**src/rtl/bounce_gen.sv**
```systemverilog
// Emulates a bouncing mechanical switch for debouncer stimulus.
// Build macro BOUNCE_GEN_RANDOM_EN selects LFSR-randomised gaps; without it every gap is 2**GAP_W cycles.
module bounce_gen #(
    parameter int          N_BOUNCE  = 3,
    parameter int          GAP_W     = 3,
    parameter logic [7:0]  LFSR_SEED = 8'hA5
) (
    input  logic clk,
    input  logic rst_n,
    input  logic clean_in,
    output logic sig_out,
    output logic busy,
    output logic settled
);

    typedef enum logic {
        IDLE,
        BOUNCE
    } state_t;

    localparam logic [4:0] REM_INIT = 5'(2 * N_BOUNCE);

    state_t           state_q, state_d;
    logic             sig_out_q, sig_out_d;
    logic             busy_q, busy_d;
    logic             settled_q, settled_d;
    logic [4:0]       remaining_q, remaining_d;
    logic [GAP_W-1:0] gap_cnt_q, gap_cnt_d;
    logic [GAP_W-1:0] gap_load;

`ifdef BOUNCE_GEN_RANDOM_EN
    // An all-zero seed would lock the LFSR, so it is replaced by 1.
    localparam logic [7:0] SEED_EFF = (LFSR_SEED == 8'h00) ? 8'h01 : LFSR_SEED;

    logic [7:0] lfsr_q, lfsr_d;

    always_comb begin
        lfsr_d = {lfsr_q[6:0], lfsr_q[7] ^ lfsr_q[5] ^ lfsr_q[4] ^ lfsr_q[3]};
    end

    always_ff @(posedge clk or negedge rst_n) begin
        if (!rst_n) begin
            lfsr_q <= SEED_EFF;
        end else begin
            lfsr_q <= lfsr_d;
        end
    end

    assign gap_load = lfsr_q[GAP_W-1:0];
`else
    assign gap_load = '1;
`endif

    always_comb begin
        state_d     = state_q;
        sig_out_d   = sig_out_q;
        busy_d      = busy_q;
        settled_d   = 1'b0;
        remaining_d = remaining_q;
        gap_cnt_d   = gap_cnt_q;
        case (state_q)
            IDLE: begin
                if (clean_in != sig_out_q) begin
                    sig_out_d   = ~sig_out_q;
                    remaining_d = REM_INIT;
                    gap_cnt_d   = gap_load;
                    if (N_BOUNCE > 0) begin
                        state_d = BOUNCE;
                        busy_d  = 1'b1;
                    end else begin
                        settled_d = 1'b1;
                    end
                end
            end
            BOUNCE: begin
                if (remaining_q == 5'd0) begin
                    state_d = IDLE;
                    busy_d  = 1'b0;
                end else if (gap_cnt_q == '0) begin
                    sig_out_d   = ~sig_out_q;
                    remaining_d = remaining_q - 5'd1;
                    gap_cnt_d   = gap_load;
                    if (remaining_q == 5'd1) begin
                        state_d   = IDLE;
                        busy_d    = 1'b0;
                        settled_d = 1'b1;
                    end
                end else begin
                    gap_cnt_d = gap_cnt_q - 1'b1;
                end
            end
            default: begin
                state_d = IDLE;
                busy_d  = 1'b0;
            end
        endcase
    end

    always_ff @(posedge clk or negedge rst_n) begin
        if (!rst_n) begin
            state_q     <= IDLE;
            sig_out_q   <= 1'b0;
            busy_q      <= 1'b0;
            settled_q   <= 1'b0;
            remaining_q <= 5'd0;
            gap_cnt_q   <= '0;
        end else begin
            state_q     <= state_d;
            sig_out_q   <= sig_out_d;
            busy_q      <= busy_d;
            settled_q   <= settled_d;
            remaining_q <= remaining_d;
            gap_cnt_q   <= gap_cnt_d;
        end
    end

    assign sig_out = sig_out_q;
    assign busy    = busy_q;
    assign settled = settled_q;

endmodule
```
**config.mk**
```make
export PLATFORM = sky130hd
export DESIGN_NAME = bounce_gen
export DESIGN_NICKNAME = d
export VERILOG_FILES = /design/src/rtl/bounce_gen.sv
export SDC_FILE = /design/constraint.sdc
export NUM_CORES = 1
export LEC_CHECK = 0
export ABC_AREA = 1
export CAP_MARGIN = 20
export CORE_MARGIN = 3
export CORE_UTILIZATION = 50
export DETAILED_ROUTE_END_ITERATION = 10
export GPL_ROUTABILITY_DRIVEN = 0
export PLACE_DENSITY = 0.7
export SETUP_SLACK_MARGIN = 0.15
export SLEW_MARGIN = 10
export SYNTH_ARGS = -nofsm -noshare
export SYNTH_HDL_FRONTEND = slang
export SYNTH_SLANG_ARGS = --single-unit
```
**constraint.sdc**
```tcl
create_clock -name clk -period 1.9 [get_ports clk]
set_clock_uncertainty 0.1 [all_clocks]
set_input_delay 0.19 -clock clk [delete_from_list [all_inputs] [get_ports clk]]
set_output_delay 0.19 -clock clk [all_outputs]
set_load 0.02 [all_outputs]
```
==> results of run 1 <==
## routing by layer
layer	vias to the layer above	GRT usage [%]	routed length (um)
met5	-	0	0
met4	0	9.036	13
met3	2	2.439	33
met2	4	23.78	550
met1	236	18.73	594
li1	292	-	-
## power by group
| part | switching, mW | leakage [nW] | internal, mW |
|---|---|---|---|
| logic | 0.00651 | 0.291 | 0.00409 |
| registers | 0 | 0.145 | 0.255 |
| clock network | 0.0784 | 0.0138 | 0.0732 |
| total | 0.0849 | 0.449 | 0.332 |
## flip-flops by register name (all words and copies together), names as in the netlist
signal,count
busy,1
settled,1
state_q,1
remaining_q,5
gap_cnt_q,3
sig_out,1
## cells in the final DEF (no fill, tap or decap)
cell and n:
nand3_4 2, xnor2_1 1, inv_1 15, o21ai_2 2
buf_4 1, clkbuf_4 3, ha_1 4, dfrtp_1 12
nand4_1 2, nor2_4 1, nand2_4 3, nand2_2 1
nand3_1 8, nand4_4 1, clkdlybuf4s50_1 5, o21ai_0 2
or2_0 1, nor2_1 3, nand2_1 29, nor2_2 1
## through the flow
step / util (%) / area, um2 / hold slack (ps) / total power, mW
6_report: 61.82 / 834.6 / 180.9 / 0.4174
2_1_floorplan: - / 747.0 / -205.6 / 0.2618
5_1_grt: 61.82 / 834.6 / 216.1 / 0.4356
3_3_place_gp: 60.15 / 812.0 / 357.5 / 0.2711
4_1_cts: 61.82 / 834.6 / 191.3 / 0.4257
3_5_place_dp: 60.15 / 812.0 / 371.9 / 0.2713
## area by class of cell
class / count / share of cell area [%]
clock buffer: 3 / 2.699
sequential: 12 / 35.98
timing repair buffer: 6 / 6.897
inverter: 15 / 6.747
tap: 15 / 2.249
multi-input combinational: 61 / 45.43
## kinds of logic (layout without fill, tap and decap cells)
logic type               count (synthesis)  in the layout  share of synthesized area [%]
XOR/XNOR                                 1              1                          1.173
AND/OR/NAND/NOR                         52             52                          39.20
adder cells (fa/ha/maj)                  4              4                          6.700
buffers and inverters                   16             24                          9.045
flip-flops                              12             12                          40.20
AO/OA/AOI/OAI                            4              4                          3.686
## worst paths after layout
path | startpoint | endpoint | slack (ps) | cells after the start
worst min-delay path | rst_n | gap_cnt_q[0]$_DFFE_PN0P_ | 180 | 1
worst max register to register | gap_cnt_q[1]$_DFFE_PN0P_ | sig_out$_DFFE_PN0P_ | 410 | 9
worst max-delay path | sig_out$_DFFE_PN0P_ | sig_out | 340 | 1
min in group clk | busy$_DFFE_PN0P_ | busy$_DFFE_PN0P_ | 380 | 2
worst min register to register | busy$_DFFE_PN0P_ | busy$_DFFE_PN0P_ | 380 | 2
max in group asynchronous | rst_n | sig_out$_DFFE_PN0P_ | 1150 | 1
==> results.toml, run 1 <==
[clock_network]
htree_levels = 1
cts.clk_slew.worst_paths_ps = 70
cts.repair.resized = 0
clock_latency_ps = 270
cts_root_buf = "clkbuf_4"
hold_buffers = 0
cts_max_path_buffers = 2
post-cts-setup-buffers = 0
clock_sinks = 12
cts_tree = "yes"
cts_buffers = 3

[logic_synthesis]
synth_cell_type_count = 18
netlist_area_um2 = 747.0
ys_seq_area_share_pct = 40.20
yosysWarnings = 0
synth_area_leaders = "dfrtp_1 40%, nand2_1 15%, inv_1 7.5%, ha_1 6.7%, nand3_1 5.4%"
synth.top_cells.by_count = "29 x nand2_1, 15 x inv_1, 12 x dfrtp_1, 8 x nand3_1, 4 x ha_1"
synth_top_area_share_pct = 40.20
synth_enable_flop_cells = 0
yosysMostFrequentCell = "nand2_1"
synth_ff_type = "dfrtp_1"
syn_inst = 89
ys_async_sr_fraction_pct = 100.0
ys_ff_latch = 12
syn_avg_cell_area_um2 = 8.393
syn_nets = 96
synth_top_cell_by_area = "dfrtp_1"

[sta]
tightestPinTransition_ps = 557.8
final_hold_viol_count = 0
tns_ps = 0
setup_ws_ps = 344.6
finalSetupViolCount = 0
rsz0062_at_grt = "false"
relSlewSlack_pct = 62.69
max_clock_freq_mhz = 642.9
slew_viol_final = 0
period_share_pct = 81.86
period_minus_slack_ps = 1555

[pwr]
power.density_nw_per_um2 = 500.1
irDropWorstVdd_uv = 360.9
p_leak_nw = 0.4491

[die]
initial_core_util_pct = 55.33
dieHeight_um = 44.65
die_area_um2 = 1994
rows = 13
die_w_um = 44.65
core_area_um2 = 1350
pin_count = 6

[global_routing]
grt_pass1_vias = 530
grtUsageTotal_pct = 14.95
grt_first_pass_wirelength_mm = 2.159
grt_max_degree = 13
grt.overflow.total = 0
antenna_found_initial = 0

[setup_path]
crit_path_max_fanout = 4
path_cells = "clkdlybuf4s50_1"
start_kind = "flip-flop"
critical_path.endpoint_type = "primary output"
slowest_stage = "clkdlybuf4s50_1"
cp.buffers_inverters = 1
crit_family = "buffers and inverters"
required_ps = 1610
max_stage_delay_ps = 620
crit_arrival_ps = 1270
critical_path_class = "flip-flop to primary output"

[route]
vias = 534
drc_errors = 0
avgViaCountPerCell = 4.768
first_pass_iters = 3
wl_per_cell_um = 10.64
antenna_left = 0
routed_wl_mm = 1.192
drt_first_iter_violations = 9

[finish]
seq_area_um2 = 300.3
num_antenna_cells = 0
instances_no_fill = 112
fillCellCount = 124
multi_input_area_um2 = 379.1
drive_gt1_share_pct = 15.46
nets = 106
syn_to_final_growth_pct = 11.73

[min_path]
min_path_type = "input port to asynchronous set/reset pin"

[placement]
port_buffers = 5
post-place-ws_ps = 419.9
dp.cells = 109
hpwl_um = 951.6

[status]
status = "finished clean"

[job]
drv_cap = 0
(Power assumes the default switching activity.)
==> run 2, diff against run 1 <==
clock period = 1.6 ns   (was 1.9 ns; I/O delays follow)
==> run 2 against run 1 <==
Compared with the run above: sequential share of layout area decreased by 0.79 points; non-clock buffer count increased by 2; global-route usage increased by 0.83 points; combinational power increased by 17%; first-iteration DRC count decreased by 67%; worst hold slack got worse by 36 ps; cell area increased by 2.2%; critical path type is now flip-flop to flip-flop; setup slack got worse by 100 ps; cell count increased by 1.8%; count of clock-buffer cells in the layout unchanged; critical path depth increased by 6.
==> results.toml, run 2 (same netlist as run 1, synthesis figures left out) <==
[setup_path]
crit_family = "flip-flops"
start_kind = "flip-flop"
crit_path_max_fanout = 5
crit_arrival_ps = 1420
path_cells = "inv_1, ha_2, nand3_4, nand2_4, nand2_4, nand2_1, o21ai_2"
critical_path.endpoint_type = "flip-flop"
cpMostUsedCell = "nand2_4"
required_ps = 1660
critical_path_class = "flip-flop to flip-flop"
max_stage_delay_ps = 400
slowest_stage = "dfrtp_1"
cp.buffers_inverters = 1

[clock_network]
htree_levels = 1
clock_latency_ps = 270
cts_tree = "yes"
cts.clk_slew.worst_paths_ps = 70
clock_sinks = 12
cts_buffers = 3
cts_root_buf = "clkbuf_4"
cts_max_path_buffers = 2

[min_path]
min_path_type = "input port to asynchronous set/reset pin"

[finish]
top_regs = "remaining_q: 5 flops, gap_cnt_q: 3 flops"
final_common_cell = "nand2_1"
nets = 108
most-common-layout-cells = "29 x nand2_1, 12 x dfrtp_1, 11 x inv_1, 8 x nand3_1, 4 x inv_2"
instances_no_fill = 114
regMostFlops = "remaining_q"
syn_to_final_growth_pct = 14.24
num_antenna_cells = 0
drive_gt1_share_pct = 22.22
largest_reg_flops = 5

[placement]
port_buffers = 5
hpwl_um = 944.3
dp.cells = 110

[global_routing]
antenna_found_initial = 0
grtUsageTotal_pct = 15.77
grt_pass1_vias = 525
grt_max_degree = 13
grt.overflow.total = 0
grt_first_pass_wirelength_mm = 2.201

[route]
wl_per_cell_um = 10.65
avgViaCountPerCell = 4.807
first_pass_iters = 4
vias = 548
routed_wl_mm = 1.214
antenna_left = 0
drc_errors = 0
drt_first_iter_violations = 3

[die]
pin_count = 6
core_area_um2 = 1350
dieHeight_um = 44.65
initial_core_util_pct = 55.33
rows = 13
die_area_um2 = 1994
die_w_um = 44.65

[pwr]
p_leak_nw = 0.4599
power.density_nw_per_um2 = 579.7
irDropWorstVdd_uv = 313.6

[sta]
tns_ps = 0
final_hold_viol_count = 0
period_share_pct = 84.71
rsz0062_at_grt = "true"
period_minus_slack_ps = 1355
finalSetupViolCount = 0
max_clock_freq_mhz = 737.8
tightestPinTransition_ps = 548.6
slew_viol_final = 0
relSlewSlack_pct = 63.31

[status]
status = "finished clean"

[job]
drv_cap = 0
[run 2: cell count changes in the layout (fill, tap and decap cells not counted)]
cell and change:
nor2_4 +1, nor2_2 -1, ha_1 -1, buf_4 +2, ha_2 +1, clkdlybuf4s50_1 -3, inv_1 -4, dlygate4sd2_1 +3
inv_2 +4
[run 2: metrics by stage]
step | power, mW | setup WS, ps | utilization [%] | area [um2] | hold slack [ps]
floorplan | 0.3109 | 271.8 | - | 747.0 | -235.6
global placement | 0.3218 | 210.8 | 60.70 | 819.5 | 361.9
detailed placement | 0.3220 | 179.3 | 60.70 | 819.5 | 371.9
CTS | 0.5037 | 172.6 | 62.09 | 838.3 | 158.2
global route | 0.5209 | 149.4 | 63.21 | 853.3 | 166.0
finish | 0.4946 | 244.6 | 63.21 | 853.3 | 144.5
[run 2: what timing repair did]
item                       in CTS  in global routing
pin swaps                       0                  2
setup endpoints to repair       3                 10
resized for setup               3                  6
hold buffers                    0                  0
setup buffers                   0                  1
[run 2: final cells by class]
cell class              instances  area, um2
well taps                      15      18.77
flip-flops and latches         12      300.3
clock buffers                   3      22.52
fillers                       124      496.7
inverters                      15      56.30
repair buffers                  8      68.82
multi-input cells              61      386.6
[run 2: worst paths after layout]
check | end | slack, ps | startpoint | cells after the start
min in group clk | busy$_DFFE_PN0P_ | 370 | busy$_DFFE_PN0P_ | 2
max in group asynchronous | remaining_q[3]$_DFFE_PN0P_ | 890 | rst_n | 1
hold / removal | state_q$_DFF_PN0_ | 140 | rst_n | 1
setup reg to reg | gap_cnt_q[2]$_DFFE_PN0P_ | 240 | remaining_q[0]$_DFFE_PN0P_ | 7
hold reg to reg | busy$_DFFE_PN0P_ | 370 | busy$_DFFE_PN0P_ | 2
setup / recovery | gap_cnt_q[2]$_DFFE_PN0P_ | 240 | remaining_q[0]$_DFFE_PN0P_ | 7
[run 2: routing by layer]
| metal | global-route usage (%) | vias up | part of all wire [%] |
|---|---|---|---|
| met1 | 20.20 | 244 | 50 |
| met5 | 0 | - | 0 |
| met2 | 23.21 | 6 | 46 |
| met4 | 9.036 | 0 | 0.91 |
| li1 | - | 296 | - |
| met3 | 4.878 | 2 | 3.1 |
[run 2: power by group]
part	switching [mW]	internal [mW]	total (mW)
sequential	0	0.303	0.303
clock	0.0922	0.0869	0.179
combinational	0.00751	0.00485	0.0124
total	0.0998	0.395	0.495
